### config.mk
export PLATFORM = sky130hd
export DESIGN_NAME = match_uart_reporter
export DESIGN_NICKNAME = d
export VERILOG_FILES = /design/src/rtl/match_uart_reporter.sv
export SDC_FILE = /design/constraint.sdc
export NUM_CORES = 1
export LEC_CHECK = 0
export ABC_AREA = 1
export CAP_MARGIN = 25
export CORE_ASPECT_RATIO = 0.9
export CORE_MARGIN = 2
export CORE_UTILIZATION = 31
export DETAILED_ROUTE_END_ITERATION = 7
export GPL_ROUTABILITY_DRIVEN = 0
export HOLD_SLACK_MARGIN = 0.15
export MAX_ROUTING_LAYER = met4
export PLACE_DENSITY_LB_ADDON = 0.12
export SYNTH_ARGS = -nofsm -noshare
export SYNTH_HDL_FRONTEND = slang
export SYNTH_SLANG_ARGS = --single-unit
### constraint.sdc
create_clock -name clock -period 2.33 [get_ports clock]
set_input_delay 0.233 -clock clock [delete_from_list [all_inputs] [get_ports clock]]
set_output_delay 0.233 -clock clock [all_outputs]
set_load 0.02 [all_outputs]
### src/rtl/match_uart_reporter.sv
// rtl/match_uart_reporter.sv - frames match/no-match reports and sends them as 8N1 UART (optional MATCH_UART_CHECKSUM_EN)
module match_uart_reporter #(
    parameter int         CLKS_PER_BIT = 434,
    parameter logic [7:0] MATCH_HDR    = 8'hA5,
    parameter logic [7:0] NONE_HDR     = 8'h5A
) (
    input  logic       clock,
    input  logic       reset,
    input  logic       report_match,
    input  logic       report_none,
    input  logic [9:0] x_in,
    input  logic [8:0] y_in,
    output logic       tx,
    output logic       busy,
    output logic       send_complete
);

    localparam int CW = (CLKS_PER_BIT > 1) ? $clog2(CLKS_PER_BIT) : 1;
    localparam logic [CW-1:0] BAUD_MAX = CW'(CLKS_PER_BIT - 1);

`ifdef MATCH_UART_CHECKSUM_EN
    localparam logic [2:0] MATCH_LAST = 3'd5;
`else
    localparam logic [2:0] MATCH_LAST = 3'd4;
`endif

    typedef enum logic [2:0] {
        IDLE,
        START,
        DATA,
        STOP,
        DONE
    } state_t;

    state_t        state;
    logic [CW-1:0] baud_cnt;
    logic [2:0]    bit_cnt;
    logic [2:0]    byte_idx;
    logic          frame_match;
    logic [9:0]    frame_x;
    logic [8:0]    frame_y;

    logic [7:0]    cur_byte;
    logic          last_byte;
    logic          baud_last;

    assign baud_last = (baud_cnt == BAUD_MAX);
    assign last_byte = frame_match ? (byte_idx == MATCH_LAST) : 1'b1;

    // Select the byte being serialised from the captured frame
    always_comb begin
        cur_byte = 8'h00;
        if (!frame_match) begin
            cur_byte = NONE_HDR;
        end else begin
            case (byte_idx)
                3'd0: cur_byte = MATCH_HDR;
                3'd1: cur_byte = {6'b0, frame_x[9:8]};
                3'd2: cur_byte = frame_x[7:0];
                3'd3: cur_byte = {7'b0, frame_y[8]};
                3'd4: cur_byte = frame_y[7:0];
`ifdef MATCH_UART_CHECKSUM_EN
                3'd5: cur_byte = {6'b0, frame_x[9:8]} ^ frame_x[7:0]
                               ^ {7'b0, frame_y[8]} ^ frame_y[7:0];
`endif
                default: cur_byte = 8'h00;
            endcase
        end
    end

    // Frame FSM; tx is registered so each bit appears one cycle after its state cycle
    always_ff @(posedge clock or posedge reset) begin
        if (reset) begin
            state         <= IDLE;
            baud_cnt      <= '0;
            bit_cnt       <= 3'd0;
            byte_idx      <= 3'd0;
            frame_match   <= 1'b0;
            frame_x       <= 10'd0;
            frame_y       <= 9'd0;
            tx            <= 1'b1;
            busy          <= 1'b0;
            send_complete <= 1'b0;
        end else begin
            send_complete <= 1'b0;
            case (state)
                IDLE: begin
                    tx   <= 1'b1;
                    busy <= 1'b0;
                    if (report_match || report_none) begin
                        frame_match <= report_match;
                        if (report_match) begin
                            frame_x <= x_in;
                            frame_y <= y_in;
                        end
                        busy     <= 1'b1;
                        baud_cnt <= '0;
                        bit_cnt  <= 3'd0;
                        byte_idx <= 3'd0;
                        state    <= START;
                    end
                end
                START: begin
                    tx <= 1'b0;
                    if (baud_last) begin
                        baud_cnt <= '0;
                        state    <= DATA;
                    end else begin
                        baud_cnt <= baud_cnt + 1'b1;
                    end
                end
                DATA: begin
                    tx <= cur_byte[bit_cnt];
                    if (baud_last) begin
                        baud_cnt <= '0;
                        bit_cnt  <= bit_cnt + 1'b1;
                        if (bit_cnt == 3'd7) begin
                            state <= STOP;
                        end
                    end else begin
                        baud_cnt <= baud_cnt + 1'b1;
                    end
                end
                STOP: begin
                    tx <= 1'b1;
                    if (baud_last) begin
                        baud_cnt <= '0;
                        if (last_byte) begin
                            byte_idx <= 3'd0;
                            busy     <= 1'b0;
                            state    <= DONE;
                        end else begin
                            byte_idx <= byte_idx + 1'b1;
                            state    <= START;
                        end
                    end else begin
                        baud_cnt <= baud_cnt + 1'b1;
                    end
                end
                DONE: begin
                    tx            <= 1'b1;
                    busy          <= 1'b0;
                    send_complete <= 1'b1;
                    state         <= IDLE;
                end
                default: begin
                    tx    <= 1'b1;
                    busy  <= 1'b0;
                    state <= IDLE;
                end
            endcase
        end
    end

endmodule

; ---- After elaboration in Yosys (flattened, before gate mapping)
; Index checks and enable logic that the tools add are counted.
[word_totals]
in_bits = 23
ramBits = 0
reg_bits = 41
latch_bits = 0
mem_count = 0
out_inout_bits = 3
mem_bits_ro = 0
[classes]
multipliers = 0
n_reduce_logical = 15
n_div = 0
order_cmp = 1
bitwise = 1
muxes = 27
n_eq_ne = 16
n_addsub = 3
shift = 0
[ops]
columns = operator, count
row1 = one-hot mux 8 bit (5 select lines), 1
row2 = two-way mux 3 bit, 10
row3 = two-way mux 9 bit, 2
row4 = one-hot mux 9 bit (2 select lines), 1
row5 = "equality test 3 x 2 -> 1 bit, second input constant", 4
row6 = "!= test 2 bit, second input constant", 6
row7 = one-hot mux 3 bit (2 select lines), 2
row8 = one-hot mux 3 bit (4 select lines), 1
row9 = AND reduction 3 bit, 4
row10 = "adder 9 x 1 -> 9 bit, second input constant", 1
row11 = "equality test 3 bit, second input constant", 3
row12 = "equality test 9 bit, second input constant", 1
row13 = two-way mux 8 bit, 1
row14 = "adder 3 x 1 -> 3 bit, second input constant", 2
row15 = "equality test 3 x 1 -> 1 bit, second input constant", 2
row16 = logical NOT 3 bit, 2
row17 = two-way mux 1 bit, 6
row18 = nonzero test 2 bit, 3
row19 = AND reduction 5 bit, 1
row20 = "less-than comparator 3 x 4 -> 1 bit, second input constant", 1
row21 = AND reduction 2 bit, 2
row22 = binary-select mux 1 bit (select 3 bit), 1
row23 = one-hot mux 1 bit (3 select lines), 1
row24 = OR reduction 3 bit, 1
row25 = other kinds (4), 4

; ---- Logic depth before layout (Yosys ltp)
; Gate-level depths: netlist of the first run.
[depth]
ltp_word = 6
depth_mapped = 13
ltp_nobuf = 12

; ---- Least setup slack after synthesis of the first run
; No wires, ideal clock.
[synth_path]
kind = reg-to-reg
startpoint = reg byte_idx[0]
endpoint = reg byte_idx[2]
path_buffers = 1
synth_period_minus_slack_ps = 1480
path_stages_with_launch = 10
t_arrival_ps = 1403
slack_ps = 850
required_time_ps = 2254
path_cell_list = dfrtp_1 inv_1 ha_1 buf_2 nand2_1 inv_1 nor2_1 nand2_1 or2_0 o21ai_1
[synth_via]
elab_chain_cells = 5
[synth_lines]
columns = item, line
row1 = "start, declared", 38  ; logic [2:0] byte_idx;
row2 = "start signal, assigned", 133  ; byte_idx <= byte_idx + 1'b1;
row3 = branches (longest 2 deep; another with adder 3 x 1 -> 3 bit), n/a
row4 = two-way mux 3 bit *, 128  ; if (last_byte) begin
row5 = two-way mux 3 bit *, 126  ; if (baud_last) begin
row6 = one-hot mux 3 bit (2 select lines) *, 86  ; case (state)
; Every way passes the cells marked *. The select of a mux whose other input is x is not followed.
; A chain may end at the register's enable or synchronous reset.

; ---- Worst setup path after layout of the first run
[layout_path]
startpoint = reg byte_idx[2]
endpoint = reg tx
[layout_via]
elab_chain_cells = 6
[layout_lines]
columns = item, line
row1 = equality test 3 bit (tied with other cells), 56  ; case (byte_idx)
row2 = one-hot mux 8 bit (5 select lines) *, 56
row3 = two-way mux 8 bit *, 53  ; if (!frame_match) begin
row4 = binary-select mux 1 bit (select 3 bit) *, 113  ; tx <= cur_byte[bit_cnt];
row5 = two-way mux 1 bit (implied by the code) *, 113
row6 = one-hot mux 1 bit (2 select lines) *, 86
row7 = "end signal, assigned", 113
row8 = "end, declared", 13  ; output logic tx,
; Mark *: on every way between the ends. The rest lies on a longest branch, timed or not. The select of a mux whose other input is x is not followed.

==> results.toml, run 1 <==
[timing]
worst_slew_pin_slew_ns = 0.533
setup_viol = 0
timing.setup.tns_ns = 0
final_hold_viol_count = 0
finalCritPeriodShare = 0.803
layout_min_cycle_time_ns = 1.87
setup_ws_ns = 0.459
rsz0062_at_grt = "false"
fmax_ghz = 0.535
drv_slew = 0
skew_ns = 0.00332
slew_headroom = 0.645
whs_ns = 0.360

[grt]
antenna_found_initial = 0
grt_pass1_wl_mm = 8.07
top_usage_layer = "met1"
met1_usage = 0.209
grt_pass1_vias = 1642
grt_overflow = 0
grt_max_degree = 42
grt.met2_usage = 0.177
grtUsageTotal = 0.137
met3_usage = 0.0298

[yosys]
ys_async_sr_fraction = 1.00
netlist_instances = 242
synth_fp_nets = 274
ys_ff_latch = 41
seq_area_frac_synth = 0.470
synthFlopType = "dfrtp_1"
synth_common_cells = "47 x nand2_1, 40 x dfrtp_1, 28 x nand3_1"
syn_area_um2 = 2190
yosys-top-cells-area = "dfrtp_1 46%, mux2_2 9.8%, nand2_1 8.1%"
postSynthAreaPerCell_um2 = 9.04
yosys.cell_types.count = 31
synth_most_common_cell = "nand2_1"
synthDominantAreaCellType = "dfrtp_1"
synth_top_area_frac = 0.458
synth-edff-count = 0
yosysWarningCount = 0

[worst_setup_path]
crit_path_start = "byte_idx[2]"
critical_path_class = "flop to flop"
required_ns = 2.55
end_kind = "flop"
crit_path_max_incr_delay_ns = 0.57
worstPathCellList = "clkinv_1 -> ha_1 -> a21oi_1 -> nand4_1 -> nand2_1 -> nand2_1 -> nand2_1 -> nand2_1 -> nand2_1 -> nand2_1"
cp_common_cell = "nand2_1"
cp.arrival_ns = 2.09
cp-start-kind = "flop"
critPathSlowestCell = "dfrtp_1"
crit_fanout = 11
r2r_start = "byte_idx[2]"

[clock_tree]
holdBufCountCts = 0
insertion_delay_ns = 0.29
cts_root_buffer = "clkbuf_8"
cts-buffers-inserted = 5
cts_max_level = 2
cts_tree = "done"
cts_resized = 0
clk_path_buf_depth = 2
clkSinkCount = 41
path_clk_slew_ns = 0.08
post_cts_buffers = 0

[floorplan]
rows = 29
coreArea_um2 = 6930
die_h_um = 83.7
io_pins = 26
die-area_um2 = 7740
dieWidth_um = 92.5
start_util = 0.316

[pwr]
peakVddDrop_mv = 0.330
p_per_area_nw_per_um2 = 1160
p_leak_nw = 1.18

[routing]
wl_mm = 4.60
drtAntennaViolNets = 0
drc_errors = 0
wl_per_cell_um = 12.6
firstDrtPassIters = 4
viasPerCell = 4.63
num_vias = 1689
drtIter0Drc = 85

[placed_design]
place_hpwl_mm = 3.38
port_buffers = 25
dpl.cell_count = 357
pre_cts_ws_ns = 0.510

[hold_path]
hold_class = "input port to asynchronous set/reset pin"

[run_status]
status = "complete, no violations"

[final_layout]
fin_nets = 303
synthToLayoutAreaGrowth_pct = 21.7
final_layout_size_suffix_gt1_frac = 0.165
num_antenna_cells = 0
stdcell_count = 365

[run]
cap_violations = 0
## where the power goes
group          internal [mW]  switching, mW  leakage (nW)
logic                  0.517          0.690         0.600
registers              0.993          0.194         0.513
clock network          0.426          0.258        0.0681
## cell type report
type	count	area, um^2
Inverter	26	97.6
Clock inverter	3	65.1
Multi-Input combinational cell	171	1030
Sequential cell	41	1030
Tap cell	93	116
Timing Repair Buffer	26	258
Fill cell	714	4270
Clock buffer	5	68.8
## per-stage QoR
| step | util | cell area, um^2 | total power, mW |
|---|---|---|---|
| after floorplan | - | 2190 | 2.10 |
| after global placement | 0.365 | 2530 | 2.43 |
| after detailed placement | 0.365 | 2530 | 2.42 |
| after CTS | 0.384 | 2660 | 3.12 |
| after global routing | 0.384 | 2660 | 3.35 |
| final | 0.384 | 2660 | 3.08 |
## path summary, 6_finish.rpt
kind	to	slack (ns)	cells past startpoint
max in group asynchronous	tx	1.59	3
max reg2reg	tx	0.46	10
min in group clock	busy	0.49	2
min reg2reg	busy	0.49	2
max	tx	0.46	10
min	frame_y[7]	0.36	3
## per-layer routing
layer | share of wire | up-vias
li1 | - | 858
met1 | 0.56 | 802
met2 | 0.39 | 22
met3 | 0.034 | 7
met4 | 0.015 | 0
met5 | 0 | -
## critical path, delay by kind of cell (launching register included)
kind | cells | cell delay, ns
fa+ha+maj | 1 | 0.32
simple gates | 7 | 0.43
flops | 1 | 0.57
compound gates | 1 | 0.12
buf+inv | 1 | 0.35
## registers in the layout (all words and copies together) (netlist names)
register / flops
send_complete: 1
bit_cnt: 3
frame_y: 9
frame_match: 1
busy: 1
byte_idx: 3
state: 3
tx: 1
baud_cnt: 9
frame_x: 10
## placed cells by master (no fill, tap or decap), drive strengths merged, types with 2 or more instances in the layout
| cell type | instances |
|---|---|
| a22o | 2 |
| ha | 9 |
| o21ai | 13 |
| clkbuf | 5 |
| clkdlybuf4s50 | 25 |
| nand4 | 2 |
| dfrtp | 40 |
| inv | 25 |
| clkinv | 2 |
| nand2 | 51 |
| a21oi | 14 |
| or2 | 2 |
| nor2 | 23 |
| nand3 | 28 |
| bufinv | 2 |
| mux2 | 19 |
| nor3 | 4 |
## cell families after synthesis
group / share of synthesized area
buf+inv: 0.0595
simple gates: 0.239
xor+xnor: 0.00401
mux: 0.0978
compound gates: 0.0790
fa+ha+maj: 0.0515
flops: 0.470
Note: power is estimated with default switching activity, not from simulation.
==> run 2, diff against run 1 <==
- clock period: 2.33 -> 1.7 ns (I/O delays scaled with it)
==> results.toml, run 2 (synthesized netlist as in run 1, its figures left out) <==
[floorplan]
coreArea_um2 = 6930
io_pins = 26
die_h_um = 83.7
start_util = 0.316
die-area_um2 = 7740
rows = 29
dieWidth_um = 92.5

[final_layout]
final_layout_size_suffix_gt1_frac = 0.206
num_antenna_cells = 0
stdcell_count = 374
layout_commonest_cell = "nand2_1"
synthToLayoutAreaGrowth_pct = 26.5
nFillCells = 718
largest_reg_flops = 10
fin_nets = 312
utilization = 0.399
fin_area_um2 = 2770
layout_common_cells = "46 x nand2_1, 40 x dfrtp_1, 28 x nand3_1"
top_regs = "frame_x: 10 flops, baud_cnt: 9 flops, frame_y: 9 flops"
largest-register = "frame_x"

[clock_tree]
clk_path_buf_depth = 2
path_clk_slew_ns = 0.08
cts_tree = "done"
clkSinkCount = 41
insertion_delay_ns = 0.29
cts-buffers-inserted = 5
cts_root_buffer = "clkbuf_8"
cts_max_level = 2
post_cts_buffers = 0

[run_status]
status = "complete, no violations"

[timing]
setup_viol = 0
layout_min_cycle_time_ns = 1.60
whs_ns = 0.481
worst_slew_pin_slew_ns = 0.372
slew_headroom = 0.752
drv_slew = 0
timing.setup.tns_ns = 0
final_hold_viol_count = 0
fmax_ghz = 0.625
setup_ws_ns = 0.0997
rsz0062_at_grt = "true"
finalCritPeriodShare = 0.941
skew_ns = 0.00580

[run]
cap_violations = 0

[grt]
grt_overflow = 0
grt_max_degree = 24
grtUsageTotal = 0.132
antenna_found_initial = 0
grt_pass1_wl_mm = 7.88
grt_pass1_vias = 1682

[worst_setup_path]
cp.depth = 10
rr_worst_depth = 10
regToRegSetupSlack_ns = 0.1
end_kind = "flop"
cp.arrival_ns = 1.84
critical_path_buf_inv_count = 2
r2r_start = "byte_idx[0]"
crit_path_start = "byte_idx[0]"
required_ns = 1.94
critical_path_class = "flop to flop"
r2r-end = "tx"
crit_path_max_incr_delay_ns = 0.41
crit_fanout = 7
worstPathCellList = "inv_1 -> ha_2 -> inv_1 -> nor2_2 -> nor2_1 -> nand3_1 -> nand3b_1 -> a21oi_1 -> nand2_1 -> nand2_1"
cp-endpoint = "tx"
cp-start-kind = "flop"
cp_top_family = "simple AND/OR/NAND/NOR gates"
critPathSlowestCell = "dfrtp_1"

[pwr]
peakVddDrop_mv = 0.486
p_total_mw = 4.24
p_per_area_nw_per_um2 = 1530
p_leak_nw = 1.22

[routing]
wl_per_cell_um = 12.4
wl_mm = 4.64
drtIter0Drc = 90
drc_errors = 0
drtAntennaViolNets = 0
firstDrtPassIters = 4
viasPerCell = 4.55
num_vias = 1702

[placed_design]
dpl.cell_count = 365
pre_cts_ws_ns = -0.0137
port_buffers = 25
place_hpwl_mm = 3.55
placed_area_um2 = 2610

[hold_path]
hold_class = "input port to flop"
-- run 2: cell count changes in the layout (fill, tap and decap cells not counted), sizes merged --
| cell | delta |
|---|---|
| bufinv | -1 |
| dlygate4sd3 | +1 |
| buf | +8 |
| clkinv | -1 |
| clkbuf | +1 |
| clkinvlp | +1 |
-- run 2: per-layer routing --
layer,up-vias,global-route usage,wire (um)
met4,0,0.0407,48
met2,24,0.190,2030
met1,796,0.184,2420
li1,878,-,-
met3,4,0.0307,143
met5,-,-,0
-- run 2: worst min-delay path by stage --
stage,slack (ns),from,to,cells past startpoint
2_1_floorplan,0.30,report_match,busy,2
3_3_place_gp,0.47,reset,frame_y[0],2
3_5_place_dp,0.47,reset,frame_y[0],2
4_1_cts,0.48,y_in[7],frame_y[7],2
5_1_grt,0.47,x_in[7],frame_x[7],2
6_report,0.48,x_in[1],frame_x[1],2
-- run 2: final cells by class --
cell class | count | area (um^2) | share of cell area
flip-flops and latches | 41 | 1030 | 0.371
repair buffers | 35 | 353 | 0.128
clock buffers | 6 | 82.6 | 0.0299
well taps | 93 | 116 | 0.0421
multi-input cells | 171 | 1050 | 0.380
inverters | 26 | 97.6 | 0.0353
clock inverters | 2 | 37.5 | 0.0136
-- run 2: power by group --
group | internal [mW] | total [mW] | switching [mW]
sequential | 1.36 | 1.62 | 0.263
clock | 0.478 | 0.825 | 0.348
combinational | 0.810 | 1.79 | 0.983
total | 2.65 | 4.24 | 1.59
-- run 2: repair_timing --
| item | in CTS | in global routing |
|---|---|---|
| endpoints found under the hold margin | 7 | 0 |
| resized for setup | 1 | 5 |
| pin swaps | 0 | 1 |
| hold buffers | 1 | 0 |
| setup endpoints to repair | 3 | 6 |
==> run 3, diff against run 2 <==
- clock period: 1.7 -> 2.1 ns (I/O delays scaled with it)
==> results.toml, run 3 (synthesized netlist as in run 1, its figures left out) <==
[routing]
drtIter0Drc = 60
viasPerCell = 4.58
wl_mm = 4.56
firstDrtPassIters = 4
drtAntennaViolNets = 0
drc_errors = 0
num_vias = 1676
wl_per_cell_um = 12.5

[worst_setup_path]
cp.arrival_ns = 1.93
critical_path_class = "flop to flop"
required_ns = 2.31
rr_worst_depth = 9
cp-start-kind = "flop"
crit_fanout = 9
end_kind = "flop"

[placed_design]
place_hpwl_mm = 3.46
port_buffers = 25
placed_area_um2 = 2540

[final_layout]
fin_area_um2 = 2630
synthToLayoutAreaGrowth_pct = 20.4
top_regs = "frame_x: 10 flops, baud_cnt: 9 flops, frame_y: 9 flops"
layout_common_cells = "47 x nand2_1, 40 x dfrtp_1, 28 x nand3_1"
largest-register = "frame_x"
layout_commonest_cell = "nand2_1"
final_layout_size_suffix_gt1_frac = 0.168
nFillCells = 709
num_antenna_cells = 0
largest_reg_flops = 10
fin_nets = 304

[pwr]
p_per_area_nw_per_um2 = 1220
combPwrFrac = 0.417
swShare = 0.394
clockPowerShare = 0.172
p_leak_nw = 1.17
internal_power_mw = 1.94
seq_power_share = 0.411
peakVddDrop_mv = 0.374
p_switching_mw = 1.26

[floorplan]
coreArea_um2 = 6930
dieWidth_um = 92.5
io_pins = 26
die-area_um2 = 7740
rows = 29
die_h_um = 83.7
start_util = 0.316

[timing]
drv_slew = 0
layout_min_cycle_time_ns = 1.72
skew_ns = 0.0103
slew_headroom = 0.645
finalCritPeriodShare = 0.821
rsz0062_at_grt = "false"
setup_viol = 0
final_hold_viol_count = 0
fmax_ghz = 0.580
worst_slew_pin_slew_ns = 0.533
timing.setup.tns_ns = 0

[grt]
grt_overflow = 0
grtUsageTotal = 0.139
met3_usage = 0.0298
antenna_found_initial = 0
grt_pass1_vias = 1748
grt.met2_usage = 0.192
grt_max_degree = 42
grt_pass1_wl_mm = 8.36
met1_usage = 0.202
top_usage_layer = "met1"

[clock_tree]
post_cts_buffers = 0
cts-buffers-inserted = 5
clk_path_buf_depth = 2
cts_resized = 0
cts_tree = "done"
insertion_delay_ns = 0.30
holdBufCountCts = 0
cts_root_buffer = "clkbuf_8"
clkSinkCount = 41
cts_max_level = 2
path_clk_slew_ns = 0.08

[hold_path]
hold_class = "input port to asynchronous set/reset pin"

[run_status]
status = "complete, no violations"

[run]
cap_violations = 0
==> run 3: changes by cell type in the layout (fill, tap and decap cells not counted), sizes merged <==
cell and delta:
buf -7, dlygate4sd3 -1, clkinvlp -1, bufinv -1, clkinv +2
==> run 3: layout make-up <==
| cell class | instances | area (um^2) | share of cell area |
|---|---|---|---|
| multi-input combinational | 171 | 1030 | 0.391 |
| sequential | 41 | 1030 | 0.390 |
| timing repair buffer | 27 | 265 | 0.101 |
| tap | 93 | 116 | 0.0442 |
| inverter | 26 | 97.6 | 0.0371 |
| clock buffer | 6 | 82.6 | 0.0314 |
| clock inverter | 2 | 13.8 | 0.00523 |
==> run 3: path summary, 6_finish.rpt <==
check / to / startpoint / slack (ns)
min: frame_y[7] / reset / 0.34
min in group clock: busy / busy / 0.51
max reg2reg: byte_idx[1] / byte_idx[0] / 0.38
min reg2reg: busy / busy / 0.51
max in group asynchronous: tx / reset / 1.38
max: byte_idx[1] / byte_idx[0] / 0.38
==> run 3: critical path: stages, from the launching register on <==
cell	delay, ns
dfrtp_1	0.38
inv_1	0.09
ha_1	0.32
nand2_1	0.10
inv_1	0.07
nor2_1	0.20
nand2_1	0.12
inv_1	0.14
nand2_1	0.06
o21ai_0	0.16
==> run 3: power by group through the flow <==
stage | logic (mW) | clock network, mW | registers, mW
finish | 1.34 | 0.550 | 1.32
global placement | 1.34 | 0 | 1.34
global route | 1.54 | 0.615 | 1.36
detailed placement | 1.35 | 0 | 1.34
CTS | 1.36 | 0.577 | 1.32
floorplan | 1.04 | 0 | 1.28
==> run 3: metrics by stage <==
step	worst slack, ns	hold WS [ns]	power (mW)	utilization	instances
floorplan	0.620	0.340	2.33	-	242
global placement	0.384	0.491	2.68	0.366	358
detailed placement	0.368	0.497	2.69	0.366	358
CTS	0.378	0.365	3.26	0.380	366
global route	0.104	0.438	3.51	0.380	366
finish	0.376	0.343	3.20	0.380	366
==> run 3: layer usage <==
layer,up-vias,wire [um],share of wire
li1,861,-,-
met1,789,2480,0.54
met2,20,1910,0.42
met3,6,120,0.026
met4,0,51,0.011
met5,-,0,0
